--- src/rtl/deep_task_decoder.sv ---
// Inverse of the deep task-logic datapath: finds which action code(s) reproduce an observed
// result for a given operand pair, testing one candidate action per cycle.
module deep_task_decoder #(
    parameter bit STOP_ON_FIRST = 1'b0
) (
    input  logic       dtl_clk,
    input  logic       dtl_rst_n,
    input  logic       dtl_in_valid,
    output logic       dtl_in_ready,
    input  logic [7:0] dtl_in_a,
    input  logic [7:0] dtl_in_b,
    input  logic [7:0] dtl_in_result,
    output logic       dtl_out_valid,
    input  logic       dtl_out_ready,
    output logic [3:0] dtl_out_mask,
    output logic [1:0] dtl_out_action,
    output logic       dtl_out_found,
    output logic [7:0] dtl_err_count
);

    typedef enum logic [1:0] {
        StIdle,
        StEval,
        StDone
    } state_e;

    state_e     state_q;
    logic [7:0] a_q;
    logic [7:0] b_q;
    logic [7:0] result_q;
    logic [3:0] mask_q;
    logic [1:0] idx_q;

    logic       hit;
    logic       last;
    logic [3:0] mask_next;
    logic [1:0] action_next;

    // Forward model of the task-logic datapath for one action code.
    function automatic logic [7:0] forward(input logic [7:0] a, input logic [7:0] b,
                                           input logic [1:0] k);
        logic [7:0] t;
        unique case (k)
            2'd3:    t = a + b;
            2'd1:    t = a - b;
            2'd2:    t = a & b;
            default: t = a | b;
        endcase
        unique case (t[1:0])
            2'b00:   return t ^ 8'hFF;
            2'b01:   return t + 8'd1;
            2'b10:   return t - 8'd1;
            default: return t;
        endcase
    endfunction

    always_comb begin
        hit            = (forward(a_q, b_q, idx_q) == result_q);
        mask_next      = mask_q;
        mask_next[idx_q] = hit;
        last           = (idx_q == 2'd3) || (STOP_ON_FIRST && hit);
        action_next    = 2'd0;
        if (mask_next[0]) begin
            action_next = 2'd0;
        end else if (mask_next[1]) begin
            action_next = 2'd1;
        end else if (mask_next[2]) begin
            action_next = 2'd2;
        end else if (mask_next[3]) begin
            action_next = 2'd3;
        end
    end

    always_ff @(posedge dtl_clk or negedge dtl_rst_n) begin
        if (!dtl_rst_n) begin
            state_q        <= StIdle;
            a_q            <= 8'h00;
            b_q            <= 8'h00;
            result_q       <= 8'h00;
            mask_q         <= 4'h0;
            idx_q          <= 2'd0;
            dtl_in_ready   <= 1'b0;
            dtl_out_valid  <= 1'b0;
            dtl_out_mask   <= 4'h0;
            dtl_out_action <= 2'd0;
            dtl_out_found  <= 1'b0;
            dtl_err_count  <= 8'h00;
        end else begin
            unique case (state_q)
                StIdle: begin
                    if (dtl_in_valid && dtl_in_ready) begin
                        a_q          <= dtl_in_a;
                        b_q          <= dtl_in_b;
                        result_q     <= dtl_in_result;
                        mask_q       <= 4'h0;
                        idx_q        <= 2'd0;
                        dtl_in_ready <= 1'b0;
                        state_q      <= StEval;
                    end else begin
                        dtl_in_ready <= 1'b1;
                    end
                end
                StEval: begin
                    mask_q <= mask_next;
                    idx_q  <= idx_q + 2'd1;
                    if (last) begin
                        dtl_out_valid  <= 1'b1;
                        dtl_out_mask   <= mask_next;
                        dtl_out_found  <= |mask_next;
                        dtl_out_action <= action_next;
                        state_q        <= StDone;
                    end
                end
                StDone: begin
                    if (dtl_out_ready) begin
                        dtl_out_valid <= 1'b0;
                        if (!dtl_out_found && dtl_err_count != 8'hFF) begin
                            dtl_err_count <= dtl_err_count + 8'd1;
                        end
                        dtl_in_ready <= 1'b1;
                        state_q      <= StIdle;
                    end
                end
                default: state_q <= StIdle;
            endcase
        end
    end

endmodule

--- config.mk ---
export PLATFORM = sky130hd
export DESIGN_NAME = deep_task_decoder
export DESIGN_NICKNAME = d
export VERILOG_FILES = /design/src/rtl/deep_task_decoder.sv
export SDC_FILE = /design/constraint.sdc
export NUM_CORES = 1
export LEC_CHECK = 0
export CAP_MARGIN = 15
export CORE_MARGIN = 1.5
export CORE_UTILIZATION = 45
export DETAILED_ROUTE_END_ITERATION = 10
export MAX_ROUTING_LAYER = met4
export PLACE_DENSITY = 0.67
export RECOVER_POWER = 50
export SLEW_MARGIN = 20
export SYNTH_ARGS = -nofsm -noshare
export SYNTH_HDL_FRONTEND = slang
export SYNTH_SLANG_ARGS = --single-unit
--- constraint.sdc ---
create_clock -name dtl_clk -period 6.75 [get_ports dtl_clk]
set_input_delay 0.675 -clock dtl_clk [delete_from_list [all_inputs] [get_ports dtl_clk]]
set_output_delay 0.675 -clock dtl_clk [all_outputs]
set_load 0.05 [all_outputs]
======== Word level (Yosys, flattened, before mapping) ========
Index checks and enable logic that the tools add are counted.
word-level totals
  register bits after elaboration ......... 49
  bits of input ports ..................... 28
  output and inout port bits .............. 17
  logic and storage cells ................. 75
cells by class
  $add $sub $neg .......................... 6
  order comparisons ....................... 2
  equality and inequality tests ........... 12
  muxes and demuxes ....................... 23
  bitwise operators ....................... 3
  reduce and logical (&&, ||, !) cells .... 17
operators with widths
  operator                                                            number
  8-bit case mux with 3 select lines                                  2
  8-bit by 1-bit adder with 8-bit output, second input constant       2
  2-bit two-way mux                                                   8
  3-bit AND reduction                                                 3
  8-bit adder                                                         1
  8-bit bitwise AND                                                   1
  2-bit == test, second input constant                                4
  8-bit == test                                                       1
  8-bit inequality test, second input constant                        1
  8-bit NOT                                                           1
  8-bit bitwise OR                                                    1
  4-bit case mux with 2 select lines                                  1
  2-bit AND reduction                                                 4
  8-bit by 1-bit subtractor with 8-bit output, second input constant  1
  8-bit subtractor                                                    1
  2-bit by 1-bit == test with 1-bit output, second input constant     3
  2-bit inequality test, second input constant                        3
  2-bit case mux with 3 select lines                                  1
  2-bit nonzero test                                                  3
  1-bit two-way mux                                                   5
  4-bit bitwise mux                                                   1
  2-bit logical NOT                                                   2
  4-bit two-way mux                                                   1
  1-bit case mux with 2 select lines                                  2
  8 further kinds                                                     10

======== Logic depth before layout (Yosys ltp) ========
  word-level depth ........................ 10
  depth in mapped cells ................... 24
  mapped depth without buffers ............ 20

======== Worst setup path before layout ========
OpenSTA, ideal clock, no wires.
  path kind ............................... register -> register
  start point ............................. register idx_q[1]
  end point ............................... register dtl_out_action[0]
  setup time .............................. 0.121 ns
  data arrival time ....................... 4.754 ns
  slack ................................... 1.874 ns
  cell stages (with the launch flop) ...... 23
  buffers on the path ..................... 3
  period minus slack after synthesis ...... 4.876 ns
  cells stage by stage .................... dfrtp_1 -> inv_1 -> ha_1 -> buf_2 -> clkbuf_1 -> mux2i_1 -> ha_1 -> nor2b_1 -> o2111a_1 -> or4_4 -> nand3_1 -> nand2_1 -> ha_1 -> and3b_1 -> a2111oi_0 -> a31oi_1 -> a311oi_1 -> a31oi_1 -> xnor2_1 -> and4b_4 -> buf_6 -> a311o_1 -> o22a_1
on the way
  cells in the longest elaborated chain, start to end .. 10
  elaborated cells on any way between the ends .. 23
  those cells by class .................... 2 x add/sub; 2 x order compare; 6 x eq/ne; 9 x mux; 1 x bitwise; 3 x reduce/logical
ends and longest elaborated chain
  what                                                                 line  source
  from (decl)                                                          32    logic [1:0] idx_q;
  from (signal assigned)                                               105   idx_q <= idx_q + 2'd1;
  2-bit == test (tied with other cells)                                43    unique case (k)
  8-bit case mux with 3 select lines                                   43
  8-bit by 1-bit subtractor with 8-bit output (tied with other cells)  52    2'b10: return t - 8'd1;
  8-bit case mux with 3 select lines                                   49    unique case (t[1:0])
  8-bit == test                                                        58    hit = (forward(a_q, b_q, idx_q) == result_q);
  4-bit bitwise mux                                                    60    mask_next[idx_q] = hit;
  2-bit two-way mux                                                    69    end else if (mask_next[3]) begin
  2-bit two-way mux                                                    67    end else if (mask_next[2]) begin
  2-bit two-way mux                                                    65    end else if (mask_next[1]) begin
  2-bit two-way mux                                                    63    if (mask_next[0]) begin
  to (signal assigned)                                                 110   dtl_out_action <= action_next;
  to (decl)                                                            16    output logic [1:0] dtl_out_action,
Several ways; a longest one is shown, not always the timed one.
A chain may end at the register's enable or synchronous reset.

======== Worst setup path in the final report ========
Same ends and word-level chain as after synthesis.

==> impl_metrics.env <==
export IMPL_status="finished with violations"
export IMPL_violations="capacitance limit, slew limit"
export IMPL_initial_utilization=0.4731
export IMPL_synth_compound_area_frac=0.1871
export IMPL_core_area_sq_um=7408
export IMPL_end_kind="register"
export IMPL_cts_max_level=2
export IMPL_track_usage=0.2049
export IMPL_cts_resized=0
export IMPL_cap_viol_max_count=1
export IMPL_gp_congestion=0.8764
export IMPL_wl_per_cell_um=15.77
export IMPL_first_pass_iters=4
export IMPL_max_slew_margin_rel=-0.7553
export IMPL_wirelength_um=7965
export IMPL_ys_async_sr_fraction=1.000
export IMPL_rrSetupSlack_ns=1.43
export IMPL_dr_first_iter_drc_count=191
export IMPL_critPathMaxFanout=17
export IMPL_min_from="dtl_err_count[6]"
export IMPL_slowest_delay_ns=0.52
export IMPL_syn_area_sq_um=3505
export IMPL_antenna_found_initial=0
export IMPL_r2r_cells=19
export IMPL_cts_buffers=5
export IMPL_hold_violations=0
export IMPL_seq_area_frac_synth=0.3499
export IMPL_drc=0
export IMPL_timing_rr_start="idx_q[1]"
export IMPL_synth_cell_types=62
export IMPL_path_buf_inv=1
export IMPL_io_pins=45
export IMPL_cts_sinks=49
export IMPL_syn_inst=369
export IMPL_critPathArrivalTime_ns=5.51
export IMPL_fin_util=0.5555
export IMPL_whs_path_depth=1
export IMPL_synth_xor_area_share=0.07712
export IMPL_syn_to_final_growth_pct=17.42
export IMPL_synth_top_family_by_area="compound AO/OA/AOI/OAI gates"
export IMPL_final_setup_tns_ns=0
export IMPL_tightest_slew_ns=2.633
export IMPL_final_net_count=462
export IMPL_cp_top_family="compound AO/OA/AOI/OAI gates"
export IMPL_cts_root_buffer="clkbuf_8"
export IMPL_synth_mux_area_frac=0.07926
export IMPL_synth_seq_cells=49
export IMPL_vias_per_cell=5.683
export IMPL_synth_top_cell_by_area="dfrtp_1"
export IMPL_r2r_end="dtl_out_action[0]"
export IMPL_hp_class="register to register"
export IMPL_num_rows=31
export IMPL_yosysTopAreaCellShare=0.3499
export IMPL_finClkSkew_ns=0.006692
export IMPL_tritoncts="built"
export IMPL_n_antenna_cell=0
export IMPL_synth_edff_count=0
export IMPL_fin_crit_sh=0.7888
export IMPL_fin_crit_ns=5.324
export IMPL_cts_hold_buffers=0
export IMPL_cp_cell_sequence="inv_1, ha_1, mux2i_1, ha_1, nor2b_1, o2111a_1, or4_4, nand3_1, nand2_1, ha_1, and3b_1, a2111oi_0, a31oi_1, a311oi_1, a31oi_1, xnor2_1, and4b_4, a311o_1, o22a_1"
export IMPL_placed_area_sq_um=4009
export IMPL_syn_area_per_cell_sq_um=9.498
export IMPL_crit_slowest_cell="ha_1"
export IMPL_die_y_um=91.25
export IMPL_critPathMostFrequentCell="ha_1"
export IMPL_synth_fa_ha_area_frac=0.1021
export IMPL_netlist_top_cells_area="dfrtp_1 35%, ha_1 9.6%, mux2_2 7.1%"
export IMPL_grt_overflow=0
export IMPL_io_buffers=44
export IMPL_cts_setup_buffers=0
export IMPL_fmax_mhz=187.8
export IMPL_die_width_um=91.25
export IMPL_grt_max_degree=50
export IMPL_yosysWarnings=0
export IMPL_grt_pass1_vias=2810
export IMPL_detail_route_antenna_nets=0
export IMPL_hpwlAfterDp_um=6025
export IMPL_layout_commonest_cell="dfrtp_1"
export IMPL_vias=2870
export IMPL_cp_start_kind="register"
export IMPL_synth_nets=425
export IMPL_clockBufferDepth=2
export IMPL_rsz0062_at_grt="no"
export IMPL_critPathKind="register to register"
export IMPL_clk_latency_ns=0.30
export IMPL_drv_slew=50
export IMPL_clk_pin_slew_ns=0.09
export IMPL_fin_area_sq_um=4115
export IMPL_synth_flop_cell="dfrtp_1"
export IMPL_dieArea_sq_um=8327
export IMPL_finalSetupViolCount=0
export IMPL_grt_pass1_wl_um=13430
export IMPL_min_to="dtl_err_count[6]"
export IMPL_layout_cells_most_common_list="49 x dfrtp_1, 41 x clkdlybuf4s50_1, 27 x nand2_1, 27 x ha_1, 22 x mux2_2"
export IMPL_synthSimpleGateAreaFrac=0.1660
export IMPL_cp_required_ns=6.94
export IMPL_drive_gt1_frac=0.1010
## cell families (layout without fill, tap and decap cells)
kind of cell	count (synthesis)	count (layout)
fa+ha+maj	28	28
buf+inv	33	70
compound gates	94	94
flops	49	49
simple gates	110	110
xor+xnor	30	30
mux	25	25
## through the flow
stage / hold slack, ns / worst slack [ns] / cells
floorplan: 0.3794 / 1.874 / 369
global placement: 0.4758 / 1.618 / 498
detailed placement: 0.4761 / 1.427 / 498
CTS: 0.4945 / 1.385 / 505
global route: 0.5035 / 1.011 / 505
finish: 0.4955 / 1.426 / 505
## synth_stat cells, types with 2 or more instances
library cell and count:
o22ai_1 3, ha_1 27, nand2b_1 5, o21ai_0 17
or2_2 2, a32o_1 5, and3_1 4, dfrtp_1 49
mux2i_1 3, a31oi_1 14, xor2_1 10, nand3_1 12
and2_1 2, and3b_1 2, nand3b_1 3, nand2_1 27
inv_1 18, clkbuf_1 11, a211oi_1 3, buf_2 3
nor2b_1 6, xnor2_1 19, mux2_2 22, nand4_1 2
a21oi_1 15, nor3b_1 3, nor4_1 3, o211ai_1 4
a21o_1 4, o31ai_1 4, nor3_1 13, a2111oi_0 2
nor2_1 18, o21a_1 6
## worst max-delay path by stage
stage	start	slack [ns]	end	depth (start not counted)
floorplan	idx_q[1]	1.87	dtl_out_action[0]	22
global placement	idx_q[1]	1.62	dtl_out_mask[3]	19
detailed placement	idx_q[1]	1.43	dtl_out_action[0]	19
CTS	idx_q[1]	1.38	dtl_out_action[0]	19
global route	idx_q[1]	1.01	dtl_out_action[1]	19
finish	idx_q[1]	1.43	dtl_out_action[0]	19
## worst register-to-register path: cells and delay by family, from the launching register on
| family | cells | cell delay (ns) |
|---|---|---|
| compound gates | 7 | 1.68 |
| simple gates | 6 | 1.29 |
| fa+ha+maj | 3 | 1.16 |
| flops | 1 | 0.41 |
| mux | 1 | 0.37 |
| xor+xnor | 1 | 0.17 |
| buf+inv | 1 | 0.13 |
## flip-flops by register name, summed over array words and instances (netlist names)
| signal | flops |
|---|---|
| idx_q | 2 |
| b_q | 8 |
| result_q | 8 |
| mask_q | 4 |
| dtl_out_valid | 1 |
| a_q | 8 |
| dtl_out_found | 1 |
| dtl_in_ready | 1 |
| dtl_out_action | 2 |
| state_q | 2 |
| dtl_err_count | 8 |
| dtl_out_mask | 4 |
## per-layer routing
layer | track usage | vias to the layer above | wire length, um
li1 | - | 1416 | -
met1 | 0.2709 | 1374 | 3843
met2 | 0.3265 | 67 | 3638
met3 | 0.03015 | 13 | 324
met4 | 0.05990 | 0 | 159
met5 | - | - | 0
## cell type report
cell class / instances / area [sq um]
fillers: 699 / 3293
multi-input cells: 287 / 2148
flip-flops and latches: 49 / 1226
repair buffers: 45 / 441.7
well taps: 99 / 123.9
clock buffers: 5 / 68.82
inverters: 18 / 67.56
clock inverters: 2 / 38.79
Power is left out: the tool's default activity adds up to more than one toggle a clock period on the data nets, which glitch-free logic cannot reach.
